$ cat config.mk
export PLATFORM = sky130hd
export DESIGN_NAME = ddr5_phy_dqs_write_gen
export DESIGN_NICKNAME = d
export VERILOG_FILES = /design/src/rtl/ddr5_phy_pkg.sv /design/src/rtl/ddr5_phy_dqs_cycle_cnt.sv /design/src/rtl/ddr5_phy_dqs_write_gen.sv
export SDC_FILE = /design/constraint.sdc
export NUM_CORES = 1
export LEC_CHECK = 0
export ABC_AREA = 1
export ABC_CLOCK_PERIOD_IN_PS = 2400
export CAP_MARGIN = 20
export CORE_ASPECT_RATIO = 0.6
export CORE_UTILIZATION = 52
export CTS_CLUSTER_DIAMETER = 40
export DETAILED_ROUTE_END_ITERATION = 8
export PLACE_DENSITY_LB_ADDON = 0.1
export SYNTH_ARGS = -nofsm -noshare
export SYNTH_HDL_FRONTEND = slang
export SYNTH_SLANG_ARGS = --single-unit
$ cat constraint.sdc
create_clock -name clk_i -period 2.4 [get_ports clk_i]
set_clock_uncertainty 0.2 [all_clocks]
set_input_delay 0.6 -clock clk_i [delete_from_list [all_inputs] [get_ports clk_i]]
set_output_delay 0.6 -clock clk_i [all_outputs]
set_load 0.01 [all_outputs]
$ cat src/rtl/ddr5_phy_pkg.sv
// Shared encodings, FSM state type and write configuration for the DDR5 PHY DQS write path.
package ddr5_phy_pkg;

    localparam int unsigned CNT_W = 5;

    localparam logic [1:0] BL_BL16 = 2'b00;
    localparam logic [1:0] BL_BC8  = 2'b01;
    localparam logic [1:0] BL_BL32 = 2'b10;

    localparam logic [1:0] POST_0P5 = 2'b01;
    localparam logic [1:0] POST_1P5 = 2'b10;

    localparam int unsigned BURST_CYC_BL16 = 8;
    localparam int unsigned BURST_CYC_BL32 = 16;
    localparam int unsigned BC8_DATA_CYC   = 4;

    typedef enum logic [2:0] {
        ST_IDLE,
        ST_PRE,
        ST_BURST,
        ST_CRC,
        ST_POST
    } dqs_state_e;

    typedef struct packed {
        logic [1:0] bl;
        logic [7:0] pattern;
        logic [2:0] npre;
        logic [1:0] post;
        logic       crc_en;
    } wr_cfg_t;

    // Counter load value for the last index of a burst (cycles - 1).
    function automatic logic [CNT_W-1:0] burst_last(input logic [1:0] bl);
        return (bl == BL_BL32) ? CNT_W'(BURST_CYC_BL32 - 1) : CNT_W'(BURST_CYC_BL16 - 1);
    endfunction

    function automatic logic [CNT_W-1:0] post_last(input logic [1:0] post);
        return (post == POST_1P5) ? CNT_W'(1) : CNT_W'(0);
    endfunction

endpackage

$ cat src/rtl/ddr5_phy_dqs_cycle_cnt.sv
// Loadable down-counter with terminal flag; sequences the PRE, BURST and POST phases.
module ddr5_phy_dqs_cycle_cnt
    import ddr5_phy_pkg::*;
(
    input  logic             clk_i,
    input  logic             rst_i,
    input  logic             en_i,
    input  logic             load_i,
    input  logic [CNT_W-1:0] load_val_i,
    input  logic             dec_i,
    output logic [CNT_W-1:0] cnt_o,
    output logic [CNT_W-1:0] cnt_nxt_c,
    output logic             tc_o
);

    // Load has priority; decrement saturates at zero.
    always_comb begin
        cnt_nxt_c = cnt_o;
        if (load_i) begin
            cnt_nxt_c = load_val_i;
        end else if (dec_i && (cnt_o != '0)) begin
            cnt_nxt_c = cnt_o - CNT_W'(1);
        end
    end

    always_ff @(posedge clk_i or negedge rst_i) begin
        if (!rst_i) begin
            cnt_o <= '0;
        end else if (en_i) begin
            cnt_o <= cnt_nxt_c;
        end
    end

    assign tc_o = (cnt_o == '0);

endmodule

$ cat src/rtl/ddr5_phy_dqs_write_gen.sv
// DDR5 write-path DQS strobe generator: preamble, burst toggles, optional CRC slot, postamble.
// Define DDR5_DQS_SEAMLESS_EN to accept back-to-back bursts at the last BURST (or CRC) cycle.
module ddr5_phy_dqs_write_gen
    import ddr5_phy_pkg::*;
#(
    parameter int unsigned pMAX_PRE_CYCLES = 4
) (
    input  logic       clk_i,
    input  logic       rst_i,
    input  logic       enable_i,
    input  logic       wr_start_i,
    input  logic [1:0] burst_length_i,
    input  logic [7:0] pre_pattern_i,
    input  logic [2:0] num_pre_cycle_i,
    input  logic [1:0] num_post_cycle_i,
    input  logic       dram_crc_en_i,
    output logic [1:0] dqs_t_o,
    output logic [1:0] dqs_c_o,
    output logic       dqs_oe_o,
    output logic       dq_valid_o,
    output logic       crc_slot_o,
    output logic       busy_o,
    output logic       err_o
);

    dqs_state_e       state_q, state_d;
    wr_cfg_t          cfg_q, cfg_d, cfg_in;
    logic             cnt_load, cnt_dec, cnt_tc;
    logic [CNT_W-1:0] cnt_load_val, cnt_q, cnt_d;
    logic [1:0]       dqs_t_d;
    logic             oe_d, dqv_d, crc_d, err_d;
    logic             seamless;

    // Normalise raw mode-register fields into the latched configuration form.
    always_comb begin
        cfg_in.bl      = (burst_length_i == 2'b11) ? BL_BL16 : burst_length_i;
        cfg_in.pattern = pre_pattern_i;
        if (num_pre_cycle_i == 3'd0) begin
            cfg_in.npre = 3'd1;
        end else if (32'(num_pre_cycle_i) > pMAX_PRE_CYCLES) begin
            cfg_in.npre = 3'(pMAX_PRE_CYCLES);
        end else begin
            cfg_in.npre = num_pre_cycle_i;
        end
        cfg_in.post   = (num_post_cycle_i == POST_1P5) ? POST_1P5 : POST_0P5;
        cfg_in.crc_en = dram_crc_en_i;
    end

`ifdef DDR5_DQS_SEAMLESS_EN
    assign seamless = wr_start_i &&
                      (((state_q == ST_BURST) && cnt_tc && !cfg_q.crc_en) || (state_q == ST_CRC));
`else
    assign seamless = 1'b0;
`endif

    ddr5_phy_dqs_cycle_cnt u_cnt (
        .clk_i      (clk_i),
        .rst_i      (rst_i),
        .en_i       (enable_i),
        .load_i     (cnt_load),
        .load_val_i (cnt_load_val),
        .dec_i      (cnt_dec),
        .cnt_o      (cnt_q),
        .cnt_nxt_c  (cnt_d),
        .tc_o       (cnt_tc)
    );

    always_comb begin
        state_d      = state_q;
        cfg_d        = cfg_q;
        cnt_load     = 1'b0;
        cnt_load_val = '0;
        cnt_dec      = 1'b0;
        err_d        = 1'b0;
        case (state_q)
            ST_IDLE, ST_POST: begin
                if (wr_start_i) begin
                    state_d      = ST_PRE;
                    cfg_d        = cfg_in;
                    cnt_load     = 1'b1;
                    cnt_load_val = CNT_W'(cfg_in.npre - 3'd1);
                end else if (state_q == ST_POST) begin
                    if (cnt_tc) state_d = ST_IDLE;
                    else        cnt_dec = 1'b1;
                end
            end
            ST_PRE: begin
                err_d = wr_start_i;
                if (cnt_tc) begin
                    state_d      = ST_BURST;
                    cnt_load     = 1'b1;
                    cnt_load_val = burst_last(cfg_q.bl);
                end else begin
                    cnt_dec = 1'b1;
                end
            end
            ST_BURST, ST_CRC: begin
                if (seamless) begin
                    state_d      = ST_BURST;
                    cfg_d        = cfg_in;
                    cnt_load     = 1'b1;
                    cnt_load_val = burst_last(cfg_in.bl);
                end else begin
                    err_d = wr_start_i;
                    if ((state_q == ST_BURST) && !cnt_tc) begin
                        cnt_dec = 1'b1;
                    end else if ((state_q == ST_BURST) && cfg_q.crc_en) begin
                        state_d = ST_CRC;
                    end else begin
                        state_d      = ST_POST;
                        cnt_load     = 1'b1;
                        cnt_load_val = post_last(cfg_q.post);
                    end
                end
            end
            default: state_d = ST_IDLE;
        endcase
    end

    // Output decode from the upcoming state so that every output is registered.
    always_comb begin
        dqs_t_d = 2'b00;
        oe_d    = 1'b0;
        dqv_d   = 1'b0;
        crc_d   = 1'b0;
        case (state_d)
            ST_PRE: begin
                oe_d = 1'b1;
                case (cnt_d[1:0])
                    2'd0:    dqs_t_d = cfg_d.pattern[1:0];
                    2'd1:    dqs_t_d = cfg_d.pattern[3:2];
                    2'd2:    dqs_t_d = cfg_d.pattern[5:4];
                    default: dqs_t_d = cfg_d.pattern[7:6];
                endcase
            end
            ST_BURST: begin
                oe_d    = 1'b1;
                dqs_t_d = 2'b10;
                dqv_d   = (cfg_d.bl != BL_BC8) ||
                          (cnt_d >= CNT_W'(BURST_CYC_BL16 - BC8_DATA_CYC));
            end
            ST_CRC: begin
                oe_d    = 1'b1;
                dqs_t_d = 2'b10;
                crc_d   = 1'b1;
            end
            ST_POST: begin
                oe_d    = 1'b1;
                dqs_t_d = (cnt_d != '0) ? 2'b10 : 2'b00;
            end
            default: ;
        endcase
    end

    always_ff @(posedge clk_i or negedge rst_i) begin
        if (!rst_i) begin
            state_q    <= ST_IDLE;
            cfg_q      <= '0;
            dqs_t_o    <= 2'b00;
            dqs_c_o    <= 2'b11;
            dqs_oe_o   <= 1'b0;
            dq_valid_o <= 1'b0;
            crc_slot_o <= 1'b0;
            busy_o     <= 1'b0;
            err_o      <= 1'b0;
        end else if (enable_i) begin
            state_q    <= state_d;
            cfg_q      <= cfg_d;
            dqs_t_o    <= dqs_t_d;
            dqs_c_o    <= ~dqs_t_d;
            dqs_oe_o   <= oe_d;
            dq_valid_o <= dqv_d;
            crc_slot_o <= crc_d;
            busy_o     <= (state_d != ST_IDLE);
            err_o      <= err_d;
        end
    end

endmodule
After elaboration in Yosys (flattened, before gate mapping)
Cells that the tools add are included.
{"block": "totals", "ff_bits": 33, "output_inout_bits": 9, "inputBits": 20, "word_cells": 91}
{"block": "op_classes", "eq_ne": 15, "mux": 39, "n_bitwise": 1, "reduce_logical": 18, "magnitude_cmp": 2, "add_sub_neg": 2}
{"cell": "two-way mux 16 bit", "n": 2}
{"cell": "two-way mux 3 bit", "n": 8}
{"cell": "two-way mux 1 bit", "n": 15}
{"cell": "two-way mux 5 bit", "n": 3}
{"cell": "one-hot mux 5 bit (3 select lines)", "n": 1}
{"cell": "equality test 3 x 2 -> 1 bit (second input constant)", "n": 4}
{"cell": "one-hot mux 2 bit (3 select lines)", "n": 2}
{"cell": "equality test 2 bit (second input constant)", "n": 5}
{"cell": "nonzero test 5 bit", "n": 2}
{"cell": "one-hot mux 3 bit (3 select lines)", "n": 1}
{"cell": "two-way mux 4 bit", "n": 2}
{"cell": "equality test 3 x 1 -> 1 bit (second input constant)", "n": 2}
{"cell": "equality test 3 bit (second input constant)", "n": 2}
{"cell": "zero test 3 bit", "n": 2}
{"cell": "two-way mux 2 bit", "n": 3}
{"cell": "one-hot mux 1 bit (3 select lines)", "n": 2}
{"cell": "OR reduction 2 bit", "n": 3}
{"cell": ">= comparator 5 x 3 -> 1 bit (second input constant)", "n": 1}
{"cell": "zero test 5 bit", "n": 1}
{"cell": "subtractor 5 x 1 -> 5 bit (second input constant)", "n": 1}
{"cell": "OR reduction 4 bit", "n": 1}
{"cell": "subtractor 3 x 1 -> 4 bit (second input constant)", "n": 1}
{"cell": "> comparator 3 bit (second input constant)", "n": 1}
{"cell": "logical AND 1 bit", "n": 3}
{"cell": "other kinds (9)", "n": 9}

Longest topological paths before layout
{"block": "depth", "ltp_word": 12, "ltp_mapped": 17, "depth_no_buf": 17}

Hierarchy
Synthesis repeated with hierarchy kept, for this count alone.
{"block": "unflattened", "hier_cells": 240, "hier_area_um2": 1829.3}
{"mod": "ddr5_phy_dqs_write_gen", "instances": 1, "cells_per_inst": 183, "area_each_um2": 1416.4, "seq_area_each_um2": 628.1}
{"mod": "ddr5_phy_dqs_cycle_cnt", "instances": 1, "cells_per_inst": 57, "area_each_um2": 412.9, "seq_area_each_um2": 125.1}

Least setup slack after synthesis
OpenSTA, ideal clock, no wires.
{"block": "synth_path", "path_type": "register -> register", "startpoint": "register u_cnt.cnt_o[0]", "endpoint": "register dqs_t_o[1]", "required_time_ns": 2.083, "synth_period_minus_slack_ns": 2.069, "setup_slack_ns": 0.331, "stages_incl_launch_ff": 18, "setup_time_ns": 0.117, "path_buffers": 0, "t_arrival_ns": 1.752, "path_cell_list": "dfrtp_1 -> inv_1 -> ha_1 -> inv_1 -> nor2_1 -> nand2_1 -> nand2_1 -> nand3_1 -> nand2_2 -> inv_6 -> nand2_4 -> nand2_8 -> nor2_4 -> nand3_1 -> nand2_1 -> nand2_1 -> nor2_1 -> nor2_1"}
{"block": "synth_via", "elab_chain_cells": 11, "word_cells_on_any_way": 37, "cone_classes": "add/sub (1); eq/ne (6); mux (22); reduce/logical (8)"}
{"element": "start, declared", "line": "ddr5_phy_dqs_cycle_cnt.sv:11", "text": "output logic [CNT_W-1:0] cnt_o,"}
{"element": "start signal, assigned", "line": "ddr5_phy_dqs_cycle_cnt.sv:30", "text": "cnt_o <= cnt_nxt_c;"}
{"element": "zero test 5 bit", "line": "ddr5_phy_dqs_cycle_cnt.sv:34", "text": "assign tc_o = (cnt_o == '0);"}
{"element": "two-way mux 1 bit / zero test 1 bit (equally long branches)", "line": "ddr5_phy_dqs_write_gen.sv:83, ddr5_phy_dqs_write_gen.sv:89, ddr5_phy_dqs_write_gen.sv:105"}
{"element": "two-way mux 1 bit / logical AND 1 bit (equally long branches)", "line": "ddr5_phy_dqs_write_gen.sv:82, ddr5_phy_dqs_write_gen.sv:105"}
{"element": "two-way mux 1 bit (on tied branches)", "line": "ddr5_phy_dqs_write_gen.sv:77, ddr5_phy_dqs_write_gen.sv:105"}
{"element": "one-hot mux 1 bit (3 select lines)", "line": "ddr5_phy_dqs_write_gen.sv:75", "text": "case (state_q)"}
{"element": "logical AND 1 bit", "line": "ddr5_phy_dqs_cycle_cnt.sv:21", "text": "end else if (dec_i && (cnt_o != '0)) begin"}
{"element": "two-way mux 5 bit", "line": "ddr5_phy_dqs_cycle_cnt.sv:21"}
{"element": "two-way mux 5 bit", "line": "ddr5_phy_dqs_cycle_cnt.sv:19", "text": "if (load_i) begin"}
{"element": "equality test 2 bit, or another cell as far along", "line": "ddr5_phy_dqs_write_gen.sv:129", "text": "case (cnt_d[1:0])"}
{"element": "one-hot mux 2 bit (3 select lines) / two-way mux 2 bit (equally long branches)", "line": "ddr5_phy_dqs_write_gen.sv:129, ddr5_phy_dqs_write_gen.sv:149"}
{"element": "one-hot mux 2 bit (3 select lines) *", "line": "ddr5_phy_dqs_write_gen.sv:126", "text": "case (state_d)"}
{"element": "end signal, assigned", "line": "ddr5_phy_dqs_write_gen.sv:169", "text": "dqs_t_o <= dqs_t_d;"}
{"element": "end, declared", "line": "ddr5_phy_dqs_write_gen.sv:17", "text": "output logic [1:0] dqs_t_o,"}
Every way passes the cells marked *; elsewhere a longest branch is shown, timed or not.
A chain may end at the register's enable or synchronous reset.

Worst setup path in the final report
{"block": "layout_path", "startpoint": "input port wr_start_i", "endpoint": "register dqs_t_o[1]"}
{"block": "layout_via", "elab_chain_cells": 8, "word_cells_on_any_way": 25, "cone_classes": "eq/ne (6); mux (15); reduce/logical (4)"}
{"element": "start, declared", "line": "ddr5_phy_dqs_write_gen.sv:11", "text": "input logic wr_start_i,"}
{"element": "two-way mux 1 bit", "line": "ddr5_phy_dqs_write_gen.sv:77", "text": "if (wr_start_i) begin"}
{"element": "one-hot mux 1 bit (3 select lines)", "line": "ddr5_phy_dqs_write_gen.sv:75"}
{"element": "logical AND 1 bit", "line": "ddr5_phy_dqs_cycle_cnt.sv:21"}
{"element": "two-way mux 5 bit", "line": "ddr5_phy_dqs_cycle_cnt.sv:21"}
{"element": "two-way mux 5 bit", "line": "ddr5_phy_dqs_cycle_cnt.sv:19"}
{"element": "equality test 2 bit, or another cell as far along", "line": "ddr5_phy_dqs_write_gen.sv:129"}
{"element": "one-hot mux 2 bit (3 select lines) / two-way mux 2 bit (equally long branches)", "line": "ddr5_phy_dqs_write_gen.sv:129, ddr5_phy_dqs_write_gen.sv:149"}
{"element": "one-hot mux 2 bit (3 select lines) *", "line": "ddr5_phy_dqs_write_gen.sv:126"}
Marked as above.

==> out/qor.yml <==
grt_pass1_wl_microns: 7693
grt_max_degree: 31
area_growth_pct: 27.01
clockBufferDepth: 2
drive_above_1_share_pct: 21.55
drt_iter0_markers: 97
ys_types: 31
worst_setup_path_end_kind: "flip-flop"
grt_pass1_vias: 1609
fp.dieW_microns: 80.31
arrival_ns: 2.24
vias: 1743
finalSetupTns_ns: 0
start_util_pct: 56.55
avgRoutedWirePerCell_microns: 13.06
finalCritPeriodShare_pct: 94.16
worstPathCellList: "clkdlybuf4s50_1 -> nor2_1 -> nand2_2 -> nand3_4 -> nand2_4 -> nand2_1 -> nand2_1 -> nand2_1 -> nand2_2 -> nor2_2 -> nand3_1 -> nand2_1 -> nand2_1 -> nor2_1 -> nor2_1"
fin_area_sq_um: 2430
clkSinkCount: 30
h-tree-depth: 2
syn_inst: 256
gp_congestion: 0.9055
drcViolationCount: 0
netlist_area_sq_um: 1913
status: "completed"
layout.nets: 318
place_ws_ns: -0.1342
antenna_found_initial: 0
syn_nets: 278
slowest_delay_ns: 0.46
tightest_slew_ns: 0.5777
ys_seq_area_share_pct: 39.37
worst_slack_ns: 0.1402
coreArea_sq_um: 3383
crit_type: "in -> reg"
grt_usage_pct: 26.44
maxSlewViolCount: 0
ys_seq_elements: 30
max_slew_margin_pct: 61.44
antenna_cells: 0
powerDensity_nw_per_um2: 1401
ir_drop_mv: 0.6824
dp_hpwl_microns: 3325
dr.pass1.iters: 4
fillers: 280
cp_max_fo: 6
finalHoldViolCount: 0
numPortBuffers: 28
grt.overflow.total: 0
ant_nets: 0
fin_util_pct: 71.82
cts-root-buf: "clkbuf_8"
crit_top_cell: "nand2_1"
fmax_mhz: 442.5
worstHoldPathType: "reg -> reg"
syn_area_per_cell_sq_um: 7.473
wl_microns: 4466
clk_pin_slew_worst_paths_ns: 0.07
finalHoldWorstSlack_ns: 0.2721
hold_buffers: 0
setup_viol_count_final: 0
clk_latency_ns: 0.28
start_kind: "primary input"
ios: 29
post_drt_via_cell_ratio: 5.096
die_h_microns: 48.99
finalCriticalPeriod_ns: 2.260
cap_viol_max_count: 0
leakage_nw: 1.200
rows: 16
die_area_sq_um: 3934
post_dp_cell_area_sq_um: 2291
cts_tree: "done"
cp.required_ns: 2.38
yosysWarnings: 0
slowest_stage: "clkdlybuf4s50_1"
cts_buffers: 5
## metal layers
| metal | track usage [%] | wire length [microns] |
|---|---|---|
| met5 | 0 | 0 |
| met4 | 8.036 | 91 |
| met3 | 6.168 | 315 |
| met2 | 37.32 | 1852 |
| met1 | 39.86 | 2206 |
## what timing repair did
action / 4_1_cts / 5_1_grt
hold endpoints to repair: 0 / 0
gates resized for setup: 0 / 10
buffers inserted: 0 / 2
setup endpoints to repair: 0 / 7
## critical path, delay by kind of cell
| family | cells | cell delay (ns) |
|---|---|---|
| simple gates | 14 | 1.18 |
| buf+inv | 1 | 0.46 |
## path summary, 6_finish.rpt
| check | from | end | slack (ns) | depth (start not counted) |
|---|---|---|---|---|
| min in group asynchronous | rst_i | cfg_q[13]$_DFFE_PN0P_ | 0.52 | 2 |
| min reg2reg | dqs_c_o[0]$_DFFE_PN1P_ | dqs_c_o[0]$_DFFE_PN1P_ | 0.27 | 2 |
| max reg2reg | u_cnt.cnt_o[1]$_DFFE_PN0P_ | dqs_t_o[1]$_DFFE_PN0P_ | 0.15 | 17 |
| max | wr_start_i | dqs_t_o[1]$_DFFE_PN0P_ | 0.14 | 15 |
| max in group asynchronous | rst_i | dqs_c_o[1]$_DFFE_PN1P_ | 1.16 | 2 |
| min | dqs_c_o[0]$_DFFE_PN1P_ | dqs_c_o[0]$_DFFE_PN1P_ | 0.27 | 2 |
## final cells by class
class / instances / area, sq um / share of cell area [%]
clock inverters: 1 / 5.005 / 0.2060
inverters: 38 / 147.6 / 6.076
repair buffers: 40 / 370.4 / 15.24
flip-flops and latches: 30 / 753.2 / 31.00
well taps: 45 / 56.30 / 2.317
multi-input cells: 181 / 1011 / 41.61
clock buffers: 7 / 86.33 / 3.553
## kinds of logic after synthesis
kind of cell               Yosys count  share of synthesized area (%)
and+or+nand+nor                    131                          35.97
DFF                                 30                          39.37
adders and majority gates            2                          1.308
xor gates and xnor gates             2                         0.9158
buffers and inverters               45                          9.483
AOI/OAI and AO/OA                   46                          12.95
## cells in the final DEF (no fill, tap or decap), types with 6 or more instances in the layout
cell and n:
clkdlybuf4s50_1 28, a21oi_1 8, dfrtp_1 28, inv_2 8
buf_4 12, nand3_1 15, nand2_1 64, nand2_4 6
nor2_1 18, inv_1 29, o21ai_0 26, nand2_2 9
clkbuf_8 6
## cells in the mapped netlist
cell type	instances	share of area [%]
ha_1	2	1.3
a31oi_1	1	0.33
o31ai_1	3	1.2
nand3_1	16	4.2
or2_2	1	0.33
nor2_8	1	1.0
a21oi_1	8	2.1
nand2_2	7	2.3
nor2_4	4	2.4
clkbuf_1	5	0.98
nand3b_2	1	0.59
dfstp_2	2	2.7
inv_2	6	1.2
inv_6	1	0.46
a21oi_2	1	0.46
buf_4	2	0.78
xor2_1	2	0.92
nand3_2	1	0.52
nand4_1	2	0.65
nand2_8	1	1.0
inv_1	31	6.1
a21o_1	1	0.39
a21boi_1	1	0.39
nor2_2	4	1.3
nor2_1	19	3.7
nand2_4	5	2.9
o21ai_0	26	6.8
o21ai_1	5	1.3
nand2_1	67	13
dfrtp_1	28	37
nand3_4	2	1.8
## sequential cells by signal, indices dropped and copies added (netlist names)
name and cells:
busy_o 1, cfg_q 13, crc_slot_o 1, dq_valid_o 1, dqs_c_o 2, dqs_oe_o 1, dqs_t_o 2, err_o 1
state_q 3, u_cnt.cnt_o 5
## power breakdown
part / internal, mW / leakage [nW] / total [mW] / switching (mW)
Combinational: 0.840 / 0.784 / 2.08 / 1.24
Sequential: 0.742 / 0.368 / 0.902 / 0.160
Clock: 0.231 / 0.0482 / 0.424 / 0.193
## stage by stage
step / instances / total power [mW]
after floorplan: 256 / 2.315
after global placement: 332 / 2.838
after detailed placement: 332 / 2.877
after CTS: 340 / 3.323
after global routing: 342 / 3.691
final: 342 / 3.404
Note: power is estimated with default switching activity, not from simulation.
